File: src/rtl/decode_ctrl_if.sv
// ---------------------------------------------------------------------------
// decode_ctrl_if -- IF->ID handoff bundle for the decode control block.
//   IF side   : instr_F, pc_F, valid_F            (fetched instruction)
//   hazard    : stall_D, flush_D                  (hold / bubble the IF/ID reg)
//   status    : clr_err                           (clear illegal-op status)
//   D side    : instr_D, pc_D, valid_D, immD, imm_used_D, illegal_D
//   error     : err_valid, err_pc, err_cnt
// master = the pipeline driving IF/hazard inputs; slave = decode_ctrl.
// ---------------------------------------------------------------------------
interface decode_ctrl_if;
   logic [31:0] instr_F;
   logic [31:0] pc_F;
   logic        valid_F;
   logic        stall_D;
   logic        flush_D;
   logic        clr_err;
   logic [31:0] instr_D;
   logic [31:0] pc_D;
   logic        valid_D;
   logic [2:0]  immD;
   logic        imm_used_D;
   logic        illegal_D;
   logic        err_valid;
   logic [31:0] err_pc;
   logic [7:0]  err_cnt;

   modport master (
      output instr_F, pc_F, valid_F, stall_D, flush_D, clr_err,
      input  instr_D, pc_D, valid_D, immD, imm_used_D, illegal_D,
             err_valid, err_pc, err_cnt
   );

   modport slave (
      input  instr_F, pc_F, valid_F, stall_D, flush_D, clr_err,
      output instr_D, pc_D, valid_D, immD, imm_used_D, illegal_D,
             err_valid, err_pc, err_cnt
   );
endinterface

File: src/rtl/decode_ctrl.sv
// ---------------------------------------------------------------------------
// decode_ctrl -- IF/ID pipeline register with immediate-type pre-decode and
// sticky illegal-opcode status.
//   clk : rising-edge clock
//   rst : synchronous active-high reset
//   bus : decode_ctrl_if.slave (IF inputs, hazard controls, D outputs, error)
// Immediate select (immD): 000 I, 001 S, 010 B, 011 U, 100 J, 101 shamt.
// Update priority per edge: rst > flush_D > stall_D > load.
// ---------------------------------------------------------------------------
module decode_ctrl (
   input  logic          clk,
   input  logic          rst,
   decode_ctrl_if.slave  bus
);
   localparam logic [31:0] NOP    = 32'h0000_0013;
   localparam logic [2:0]  IMM_I  = 3'b000;
   localparam logic [2:0]  IMM_S  = 3'b001;
   localparam logic [2:0]  IMM_B  = 3'b010;
   localparam logic [2:0]  IMM_U  = 3'b011;
   localparam logic [2:0]  IMM_J  = 3'b100;
   localparam logic [2:0]  IMM_SH = 3'b101;

   logic [31:0] r_instr;
   logic [31:0] r_pc;
   logic        r_valid;
   logic [2:0]  r_imm;
   logic        r_imm_used;
   logic        r_illegal;
   logic        r_err_valid;
   logic [31:0] r_err_pc;
   logic [7:0]  r_err_cnt;

   logic [2:0]  w_imm;
   logic        w_imm_used;
   logic        w_illegal;
   logic        w_load;
   logic        w_ill_evt;
   logic [2:0]  w_funct3;

   assign w_funct3 = bus.instr_F[14:12];

   // Pre-decode straight off instr_F so the fields land in D with the instr.
   always_comb begin
      w_imm      = IMM_I;
      w_imm_used = 1'b1;
      w_illegal  = 1'b0;
      case (bus.instr_F[6:0])
         7'b0000011,
         7'b1100111,
         7'b1110011: w_imm = IMM_I;
         7'b0010011: begin
            // slli/srli/srai carry a 5-bit shamt, not a 12-bit immediate
            if (w_funct3 == 3'b001 || w_funct3 == 3'b101) w_imm = IMM_SH;
         end
         7'b0100011: w_imm = IMM_S;
         7'b1100011: w_imm = IMM_B;
         7'b0110111,
         7'b0010111: w_imm = IMM_U;
         7'b1101111: w_imm = IMM_J;
         7'b0110011: w_imm_used = 1'b0;
         default: begin
            w_imm_used = 1'b0;
            w_illegal  = 1'b1;
         end
      endcase
   end

   assign w_load    = !bus.flush_D && !bus.stall_D;
   // Only a fresh, real instruction entering D counts; held ones do not.
   assign w_ill_evt = w_load && bus.valid_F && w_illegal;

   // IF/ID register
   always_ff @(posedge clk) begin
      if (rst) begin
         r_instr    <= NOP;
         r_pc       <= '0;
         r_valid    <= 1'b0;
         r_imm      <= IMM_I;
         r_imm_used <= 1'b0;
         r_illegal  <= 1'b0;
      end else if (bus.flush_D) begin
         // bubble; pc_D deliberately keeps its value
         r_instr    <= NOP;
         r_valid    <= 1'b0;
         r_imm      <= IMM_I;
         r_imm_used <= 1'b0;
         r_illegal  <= 1'b0;
      end else if (!bus.stall_D) begin
         r_pc <= bus.pc_F;
         if (bus.valid_F) begin
            r_instr    <= bus.instr_F;
            r_valid    <= 1'b1;
            r_imm      <= w_imm;
            r_imm_used <= w_imm_used;
            r_illegal  <= w_illegal;
         end else begin
            r_instr    <= NOP;
            r_valid    <= 1'b0;
            r_imm      <= IMM_I;
            r_imm_used <= 1'b0;
            r_illegal  <= 1'b0;
         end
      end
   end

   // Error status; a new illegal event beats a coincident clear.
   always_ff @(posedge clk) begin
      if (rst) begin
         r_err_valid <= 1'b0;
         r_err_pc    <= '0;
         r_err_cnt   <= '0;
      end else if (w_ill_evt) begin
         if (bus.clr_err || !r_err_valid) begin
            r_err_valid <= 1'b1;
            r_err_pc    <= bus.pc_F;
         end
         if (bus.clr_err)               r_err_cnt <= 8'd1;
         else if (r_err_cnt != 8'hFF)   r_err_cnt <= r_err_cnt + 8'd1;
      end else if (bus.clr_err) begin
         r_err_valid <= 1'b0;
         r_err_pc    <= '0;
         r_err_cnt   <= '0;
      end
   end

   assign bus.instr_D    = r_instr;
   assign bus.pc_D       = r_pc;
   assign bus.valid_D    = r_valid;
   assign bus.immD       = r_imm;
   assign bus.imm_used_D = r_imm_used;
   assign bus.illegal_D  = r_illegal;
   assign bus.err_valid  = r_err_valid;
   assign bus.err_pc     = r_err_pc;
   assign bus.err_cnt    = r_err_cnt;
endmodule

File: src/flat_wrapper.sv
// flat-port wrapper written by rule: the top's interface ports become plain ports
module decode_ctrl_flat 
  (clk, rst, bus_instr_F, bus_pc_F, bus_valid_F, bus_stall_D, bus_flush_D, bus_clr_err, bus_instr_D, bus_pc_D, bus_valid_D, bus_immD, bus_imm_used_D, bus_illegal_D, bus_err_valid, bus_err_pc, bus_err_cnt);
  decode_ctrl_if bus_i ();
  input  logic clk;
  input  logic rst;
  input wire logic [$bits(bus_i.instr_F)-1:0] bus_instr_F;
  input wire logic [$bits(bus_i.pc_F)-1:0] bus_pc_F;
  input wire logic [$bits(bus_i.valid_F)-1:0] bus_valid_F;
  input wire logic [$bits(bus_i.stall_D)-1:0] bus_stall_D;
  input wire logic [$bits(bus_i.flush_D)-1:0] bus_flush_D;
  input wire logic [$bits(bus_i.clr_err)-1:0] bus_clr_err;
  output wire logic [$bits(bus_i.instr_D)-1:0] bus_instr_D;
  output wire logic [$bits(bus_i.pc_D)-1:0] bus_pc_D;
  output wire logic [$bits(bus_i.valid_D)-1:0] bus_valid_D;
  output wire logic [$bits(bus_i.immD)-1:0] bus_immD;
  output wire logic [$bits(bus_i.imm_used_D)-1:0] bus_imm_used_D;
  output wire logic [$bits(bus_i.illegal_D)-1:0] bus_illegal_D;
  output wire logic [$bits(bus_i.err_valid)-1:0] bus_err_valid;
  output wire logic [$bits(bus_i.err_pc)-1:0] bus_err_pc;
  output wire logic [$bits(bus_i.err_cnt)-1:0] bus_err_cnt;
  assign bus_i.instr_F = bus_instr_F;
  assign bus_i.pc_F = bus_pc_F;
  assign bus_i.valid_F = bus_valid_F;
  assign bus_i.stall_D = bus_stall_D;
  assign bus_i.flush_D = bus_flush_D;
  assign bus_i.clr_err = bus_clr_err;
  assign bus_instr_D = bus_i.instr_D;
  assign bus_pc_D = bus_i.pc_D;
  assign bus_valid_D = bus_i.valid_D;
  assign bus_immD = bus_i.immD;
  assign bus_imm_used_D = bus_i.imm_used_D;
  assign bus_illegal_D = bus_i.illegal_D;
  assign bus_err_valid = bus_i.err_valid;
  assign bus_err_pc = bus_i.err_pc;
  assign bus_err_cnt = bus_i.err_cnt;
  decode_ctrl u_core (.clk(clk), .rst(rst), .bus(bus_i));
endmodule
File: config.mk
export PLATFORM = sky130hd
export DESIGN_NAME = decode_ctrl_flat
export DESIGN_NICKNAME = d
export VERILOG_FILES = /design/src/rtl/decode_ctrl_if.sv /design/src/rtl/decode_ctrl.sv /design/src/flat_wrapper.sv
export SDC_FILE = /design/constraint.sdc
export NUM_CORES = 1
export LEC_CHECK = 0
export BUFFER_PORTS_ARGS = -buffer_cell sky130_fd_sc_hd__buf_4
export CORE_UTILIZATION = 46
export CTS_BUF_LIST = sky130_fd_sc_hd__clkbuf_16
export CTS_CLUSTER_DIAMETER = 120
export CTS_CLUSTER_SIZE = 40
export DETAILED_ROUTE_END_ITERATION = 6
export GPL_ROUTABILITY_DRIVEN = 0
export GPL_TIMING_DRIVEN = 0
export PLACE_DENSITY = 0.8
export SLEW_MARGIN = 15
export SYNTH_ARGS = -nofsm -noshare
export SYNTH_HDL_FRONTEND = slang
export SYNTH_SLANG_ARGS = --single-unit
File: constraint.sdc
create_clock -name clk -period 1.9 [get_ports clk]
set_input_delay 0.095 -clock clk [delete_from_list [all_inputs] [get_ports clk]]
set_output_delay 0.095 -clock clk [all_outputs]
set_load 0.005 [all_outputs]
### Word-level counts from Yosys, hierarchy flattened

Cells that the tools add are included.

* reductions and logical operators: 17
* muxes and demuxes: 19
* bitwise gates (word level): 2
* equality and inequality tests: 14
* $add $sub $neg: 1

Operator list (count)
* $mux 32: 4
* $mux 8: 4
* $eq 7x7->1 const B: 4
* $eq 7x6->1 const B: 3
* $pmux 3 s5: 1
* $eq 7x5->1 const B: 2
* $reduce_or 10->1: 1
* $reduce_or 9->1: 1
* $add 8x1->8 const B: 1
* $mux 1: 8
* $ne 8x8->1 const B: 1
* $eq 7x2->1 const B: 1
* $mux 3: 2
* $reduce_and 2->1: 3
* $reduce_bool 2->1: 2
* $reduce_or 2->1: 2
* $eq 3x1->1 const B: 1
* $eq 3x3->1 const B: 1
* $logic_and 1x1->1: 3
* $logic_not 1->1: 3
* $logic_or 1x1->1: 2
* $ne 2x2->1 const B: 1
* $not 1->1: 2

* word-level logic and storage cells: 62
* output and inout port bits: 111
* bits of input ports: 70
* register bits: 111

### Longest topological paths before layout

Gate-level depths: netlist of the first run.

* word-level depth: 6
* depth in mapped cells: 7
* mapped depth without buffers: 5

### Worst setup path after synthesis of the first run

No wires, ideal clock.

* kind: input -> register
* from: input port bus_instr_F[5]
* to: register u_core.r_err_cnt[5] (netlist: u_core.bus.err_cnt[5])
* data arrival time: 1.491 ns
* setup time: 0.070 ns
* path slack: 0.339 ns
* required time: 1.830 ns
* path buffers: 2
* stages on the path: 7
* cells stage by stage: clkbuf_1 -> nand2b_1 -> o221ai_2 -> a21o_1 -> buf_2 -> or4_1 -> a21oi_1

* cells in the longest elaborated chain, start to end: 6
* elaborated cells on any way between the ends: 16
* those cells by class: 10 x eq/ne; 2 x mux; 4 x reduce/logical

Ends and longest elaborated chain
* start, declared: line flat_wrapper.sv:7 `input wire logic [$bits(bus_i.instr_F)-1:0] bus_instr_F;`
* $eq 7x2->1 (tied with other cells): line decode_ctrl.sv:47 `case (bus.instr_F[6:0])`
* $reduce_or 10->1 (no source line) *
* $mux 1 *: line decode_ctrl.sv:47
* $logic_and 1x1->1 *: line decode_ctrl.sv:70 `assign w_ill_evt = w_load && bus.valid_F && w_illegal;`
* $reduce_bool 2->1 (no source line)
* $reduce_and 2->1 (no source line)
* end signal, assigned: line decode_ctrl.sv:118 `else if (r_err_cnt != 8'hFF) r_err_cnt <= r_err_cnt + 8'd1;`
* end, declared: line decode_ctrl.sv:31 `logic [7:0] r_err_cnt;`

Mark *: on every way between the ends. The rest lies on a longest branch, timed or not.
A chain may end at the register's enable or synchronous reset.

### Worst setup path in the final report of the first run

* from: input port bus_stall_D
* to: register u_core.r_err_pc[22] (netlist: u_core.bus.err_pc[22])

* cells in the longest elaborated chain, start to end: 6
* elaborated cells on any way between the ends: 8
* those cells by class: 1 x eq/ne; 1 x mux; 6 x reduce/logical

Ends and longest elaborated chain
* start, declared: line flat_wrapper.sv:10 `input wire logic [$bits(bus_i.stall_D)-1:0] bus_stall_D;`
* $logic_not 1->1 *: line decode_ctrl.sv:68 `assign w_load = !bus.flush_D && !bus.stall_D;`
* $logic_and 1x1->1 *: line decode_ctrl.sv:68
* $logic_and 1x1->1 * (2 in series): line decode_ctrl.sv:70
* $ne 2x2->1 (no source line) / $reduce_bool 2->1 (equally long branches)
* $reduce_and 2->1 (no source line)
* end signal, assigned: line decode_ctrl.sv:115 `r_err_pc <= bus.pc_F;`
* end, declared: line decode_ctrl.sv:30 `logic [31:0] r_err_pc;`

Marks and branches as above.

==> metrics.md, run 1 <==
| Metric | Value |
|---|---|
| Post-route ant nets | 0 |
| Slowest CP cell | nor3_1 |
| Min-delay worst type | in -> reg |
| Starting Density | 0.479 |
| CP delay by family, top | simple AND/OR/NAND/NOR gates |
| Setup Skew | 0.00582 ns |
| Startpoint type of the worst setup path | input pin |
| Critical path fanouts, max | 10 |
| Syn nets | 500 |
| Mapped cell area | 3960 sq um |
| Worst endpoint data arrival time | 1.87 ns |
| Register area share after synthesis | 0.561 |
| Status | finished, final reports clean |
| First-pass GRT wire length | 19500 um |
| Detailed Route Iter0 Violations | 223 |
| Fin. max-slew vios | 0 |
| Max Clk Rate | 629 MHz |
| Die Footprint | ~9000 sq um |
| Max Cap Viol | 0 |
| Critical-path cell list | buf_4 > nor2b_1 > nand2b_1 > a21o_1 > nor3_1 > buf_2 > a22o_1 |
| Core Util, Final | 0.749 |
| # setup viols final | 0 |
| Grt ovf | 0 |
| DR vias | around 4.2k |
| Port bufs | 177 |
| DIE HEIGHT | 94.8 um |
| Post-CTS resize count | 0 |
| CTS max path bufs | 2 |
| Multi-input gate area | 1590 sq um |
| IO Count | 181 |
| YS warnings | 0 |
| Die width | 94.8 um |
| Largest net degree at the start of global routing | 21 |
| DRT Pass-1 Iters | 5 |
| Final Hold Viols | 0 |
| CORE AREA | 8260 sq um |
| Count leader, synth | dfxtp_1 |
| CP bufs+invs | 2 |
| Area delta synth->final | 56.3% |
| H-tree depth | 3 |
| Worst hold slack | 0.00173 ns |
| Minimum clock period | ~1.6 ns |
| Power density over the cells | 779 nW/um^2 |
| Cells after DPL | ~700 |
| Number of synthesized flops with an enable pin | 0 |
| Num CTS Buffers | 9 |
| Top_reg_cell synth | dfxtp_1 |
| Maximum VDD drop | 0.667 mV |
| Avg WL per Cell | about 16 um |
| Pwr Total | 4.82 mW |
| HPWL after detailed placement | approximately 8300 um |
| Flops & latches, synth | 111 |
| Ys async rst share | 0 |
| Pre-CTS setup slack | -0.0218 ns |
| Syn_area_per_cell | 9.23 sq um |
| Setup ws final | ~0.31 ns |
| Peak per-stage delay on the critical path | 0.46 ns |
| Setup slack, reg-to-reg | about 0.38 ns |
| Critical Path RT | between 2 and 2.5 ns |
| Yosys top cell area share | 0.561 |
| Reg clk slew, reported paths | around 0.080 ns |
| LEAKAGE | 2.68 nW |
| TritonCTS clock tree | yes |
| # diodes | 0 |
| CP Class | in -> reg |
| Distinct cells, synth | 40 |
| FILL cells | 586 |
| Worst Tran Pin Value | between 0.5 and 0.6 ns |
| Max-slew headroom | 0.638 |
| GR Util All Layers | 0.281 |
| Root buffer cell | clkbuf_16 |
| Vias in the first global route | 3979 |
| Largest area contributor in the netlist | dfxtp_1 |
| Remaining DRCs | 0 |
| Endpoint class of the critical path | flip-flop |
| Vias per cell | about 5.4 |
| Share of layout cells above drive strength 1 | 0.309 |
| Final WL | between 10000 and 15000 um |
| Insertion delay to the later sink of the worst-skew pair | 0.34 ns |
| RSZ-0062 raised after global routing | no |
| Standard-cell rows | 33 |
| Post-Layout Cell Count | 775 |
| Top post-synthesis cells by area | dfxtp_1 56%, a22o_1 7.1%, nand2_1 7.0%, a21oi_1 5.9%, a22oi_1 5.5% |
| Final worst-path cycle share | 0.837 |
| Synthesized instance count | ~430 |
| Initial antenna violation count | 0 |
| Most frequent cells after synthesis | 111 x dfxtp_1, 74 x nand2_1, 47 x a21oi_1 |
| Sink Count | 111 |
| Final #Nets | between 700 and 800 |
| Storage element area | between 2000 and 2500 sq um |
[worst reg2reg max path, stage by stage, from the launching register on]
cell     delay [ns]
dfxtp_1        0.38
and4_1         0.22
and2_1         0.20
and3_1         0.21
o41ai_1        0.30
a21oi_1        0.10
[path summary, 6_finish.rpt]
kind	start	end	depth (start not counted)
setup reg to reg	u_core.bus.err_cnt[2]	u_core.bus.err_cnt[5]	5
setup / recovery	bus_stall_D	u_core.bus.err_pc[22]	7
hold reg to reg	u_core.bus.pc_D[15]	u_core.bus.pc_D[15]	2
hold / removal	bus_instr_F[20]	u_core.bus.instr_D[20]	3
[layout by cell type (no fill, tap or decap), types with 2 or more instances in the layout]
cell,netlist,layout
a211oi_1,2,2
a21oi_1,47,47
a22o_1,32,32
a22oi_1,29,29
a32oi_1,3,3
and2_1,2,2
and4b_1,2,2
buf_2,8,8
buf_4,1,178
clkbuf_1,24,24
clkbuf_16,0,9
dfxtp_1,111,111
dlygate4sd3_1,0,48
inv_6,0,3
inv_8,0,2
nand2_1,74,74
nand2b_1,3,3
nand3_1,5,5
nand4_1,3,3
nor2_1,38,38
nor2b_1,5,5
nor3_1,2,2
o211ai_1,2,2
o21a_1,2,2
o21ai_0,7,7
o22ai_1,3,3
or2_2,4,4
or3_1,2,2
or4_1,3,3
[stage by stage]
stage,setup TNS (ns),cell area (sq um)
global placement,-0.00226,5420
CTS,0,6170
floorplan,0,3960
finish,0,6180
global route,0,6180
detailed placement,-0.133,5420
[final cells by class]
class / instances / area share
tap: 105 / 0.0212
inverter: 1 / 0.000607
timing repair buffer: 225 / 0.293
clock inverter: 7 / 0.00991
sequential: 111 / 0.359
clock buffer: 9 / 0.0364
multi-input combinational: 283 / 0.257
buffer: 34 / 0.0229
[power by group]
group	total, mW	switching, mW	leakage, nW	internal [mW]
registers	2.42	0.0361	0.901	2.39
logic	0.572	0.263	1.64	0.310
clock network	1.82	0.902	0.142	0.922
[layer usage]
layer  GRT usage  wire, um
met4       0.107       357
met5           0         0
met3      0.0588       719
met2       0.498      6580
met1       0.330      4800
[cell families after synthesis]
logic type,after synthesis,share of synthesized area
flip-flops,111,0.561
AO/OA/AOI/OAI,133,0.231
adder cells (fa/ha/maj),1,0.00316
buffers and inverters,35,0.0367
AND/OR/NAND/NOR,149,0.168
[registers in the layout (all words and copies together), names as in the netlist]
| signal | count |
|---|---|
| u_core.bus.imm_used_D | 1 |
| u_core.bus.err_pc | 32 |
| u_core.bus.illegal_D | 1 |
| u_core.bus.valid_D | 1 |
| u_core.bus.instr_D | 32 |
| u_core.bus.immD | 3 |
| u_core.bus.err_cnt | 8 |
| u_core.bus.pc_D | 32 |
| u_core.bus.err_valid | 1 |
[timing repair]
item | 4_1_cts | 5_1_grt
buffers inserted | 0 | 0
hold buffers | 47 | 1
hold endpoints to repair | 52 | 1
(Power assumes the default switching activity.)
==> run 2, diff against run 1 <==
==> constraint.sdc (replaced) <==
create_clock -name clk -period 1.5 [get_ports clk]
set_input_delay 0.075 -clock clk [delete_from_list [all_inputs] [get_ports clk]]
set_output_delay 0.075 -clock clk [all_outputs]
set_load 0.005 [all_outputs]
==> metrics.md, run 2 (synthesized netlist as in run 1, its figures left out) <==
| Metric | Value |
|---|---|
| Port bufs | 177 (unchanged) |
| TritonCTS clock tree | yes |
| Postcts setup bufs | 0 (unchanged) |
| Critical path fanouts, max | 4 (-6) |
| Vias per cell | 5.38 (+0.23%) |
| Root buffer cell | clkbuf_16 |
| DIE HEIGHT | 94.8 um (unchanged) |
| Startpoint type of the worst setup path | flip-flop |
| Largest net degree at the start of global routing | 20 (-4.8%) |
| Area delta synth->final | 60.3% |
| RSZ-0062 raised after global routing | yes |
| Num CTS Buffers | 9 (unchanged) |
| Storage element area | 2230 sq um (+0.28%) |
| Post-route ant nets | 0 (unchanged) |
| FILL cells | 578 (-1.4%) |
| Final WL | 12600 um (+1.2%) |
| # diodes | 0 (unchanged) |
| Insertion delay to the later sink of the worst-skew pair | 0.35 ns (about the same) |
| Core Util, Final | 0.768 (+0.0192) |
| Fin. max-slew vios | 0 (unchanged) |
| Die Footprint | 8980 sq um (unchanged) |
| Reg clk slew, reported paths | 0.08 ns (about the same) |
| Vias in the first global route | 4229 (+6.3%) |
| Worst endpoint data arrival time | 1.65 ns (-0.22 ns) |
| Multi-input gate area | 1620 sq um (+2.0%) |
| Max Clk Rate | between 600 and 700 MHz |
| Worst Tran Pin Value | 0.516 ns (-0.0227 ns) |
| CTS max path bufs | 2 (unchanged) |
| First-pass GRT wire length | 20000 um (+2.4%) |
| CP delay by family, top | simple AND/OR/NAND/NOR gates |
| Commonest non-fill, non-tap cell in the layout | buf_4 |
| CORE AREA | 8260 sq um (unchanged) |
| Remaining DRCs | 0 (unchanged) |
| Final Hold Viols | 0 (unchanged) |
| CP Class | reg -> reg |
| LEAKAGE | 2.74 nW (+2.2%) |
| Power density over the cells | 987 nW/um^2 (+27%) |
| Pwr Total | 6.26 mW (+30%) |
| Die width | 94.8 um (unchanged) |
| DR vias | 4216 (+1.4%) |
| Worst hold slack | 0.0277 ns (+0.0259 ns) |
| Avg WL per Cell | 16.1 um (about the same) |
| HPWL after detailed placement | 8300 um (+0.63%) |
| # setup viols final | 0 (unchanged) |
| Peak per-stage delay on the critical path | 0.34 ns (-0.12 ns) |
| Cells after DPL | 711 (unchanged) |
| IO Count | 181 (unchanged) |
| Starting Density | 0.479 (unchanged) |
| Critical-path cell list | and4_4 > and2_1 > and3_4 > o41ai_2 > a21oi_1 |
| Standard-cell rows | 33 (unchanged) |
| Final #Nets | 746 (+1.4%) |
| Status | finished, final reports clean |
| GR Util All Layers | 0.287 (+0.00575) |
| Detailed Route Iter0 Violations | 179 (-20%) |
| Max-slew headroom | 0.656 (+0.0179) |
| Sink Count | 111 (unchanged) |
| Initial antenna violation count | 0 (unchanged) |
| Pre-CTS setup slack | -0.471 ns (-0.449 ns) |
| Max Cap Viol | 0 (unchanged) |
| Endpoint class of the critical path | flip-flop |
| Critical Path RT | 1.72 ns (-0.46 ns) |
| DRT Pass-1 Iters | 4 (-1) |
| Minimum clock period | around 1.4 ns |
| Setup Skew | 0.0105 ns (+0.00464 ns) |
| Final worst-path cycle share | 0.957 |
| Slowest CP cell | dfxtp_2 |
| Share of layout cells above drive strength 1 | 0.324 (+0.0151) |
| Maximum VDD drop | 0.660 mV (-0.99%) |
| Most frequent cells in the layout | 178 x buf_4, 106 x dfxtp_1, 74 x nand2_1 |
| Post-Layout Cell Count | 784 (+1.2%) |
| H-tree depth | 3 (unchanged) |
| Min-delay worst type | in -> reg |
| CP bufs+invs | 0 (-2) |
| Setup ws final | 0.0643 ns (-0.245 ns) |
| Grt ovf | 0 (unchanged) |
run 2: cell types whose count changed in the layout (fill, tap and decap cells not counted), moves of 2 or more:
cell           before  now
inv_6               3    1
dfxtp_1           111  106
dlygate4sd3_1      48   58
dfxtp_2             0    5
run 2: metal layers:
metal | part of all wire | wire length, um | global-route usage
met1 | 0.39 | 4920 | 0.325
met2 | 0.51 | 6410 | 0.490
met3 | 0.058 | 736 | 0.0862
met4 | 0.043 | 540 | 0.135
met5 | 0 | 0 | 0
run 2: final cells by class:
type	instances	share of cell area
plain buffers	34	0.0225
clock buffers	9	0.0355
clock inverters	6	0.0126
inverters	1	0.000592
multi-input cells	283	0.256
flip-flops and latches	111	0.351
well taps	105	0.0207
repair buffers	235	0.301
run 2: power breakdown:
group,switching (mW),internal [mW],total (mW)
Combinational,0.340,0.412,0.752
Sequential,0.0466,3.03,3.07
Clock,1.12,1.32,2.44
Total,1.51,4.76,6.26
run 2: what timing repair did:
action / in CTS / in global routing
hold endpoints to repair: 89 / 0
pin swaps: 0 / 1
hold buffers: 58 / 0
gates resized for setup: 3 / 8
setup endpoints to repair: 31 / 33
run 2: stage by stage:
stage / TNS (ns) / instance area, sq um
final: 0 / 6340
after global routing: -0.118 / 6340
after CTS: 0 / 6330
after detailed placement: -15.24 / 5430
after global placement: -13.10 / 5430
after floorplan: -0.000437 / 3970
run 2: worst paths after layout:
kind | start | endpoint | slack, ns | depth (start not counted)
worst max-delay path | u_core.bus.err_cnt[5] | u_core.bus.err_cnt[5] | 0.06 | 5
worst min-delay path | bus_instr_F[25] | u_core.bus.instr_D[25] | 0.03 | 3
worst max register to register | u_core.bus.err_cnt[5] | u_core.bus.err_cnt[5] | 0.06 | 5
worst min register to register | u_core.bus.pc_D[12] | u_core.bus.pc_D[12] | 0.46 | 2
run 2: worst register-to-register path, stage by stage, from the launching register on:
cell     delay [ns]
dfxtp_2        0.34
and4_4         0.20
and2_1         0.18
and3_4         0.20
o41ai_2        0.27
a21oi_1        0.11
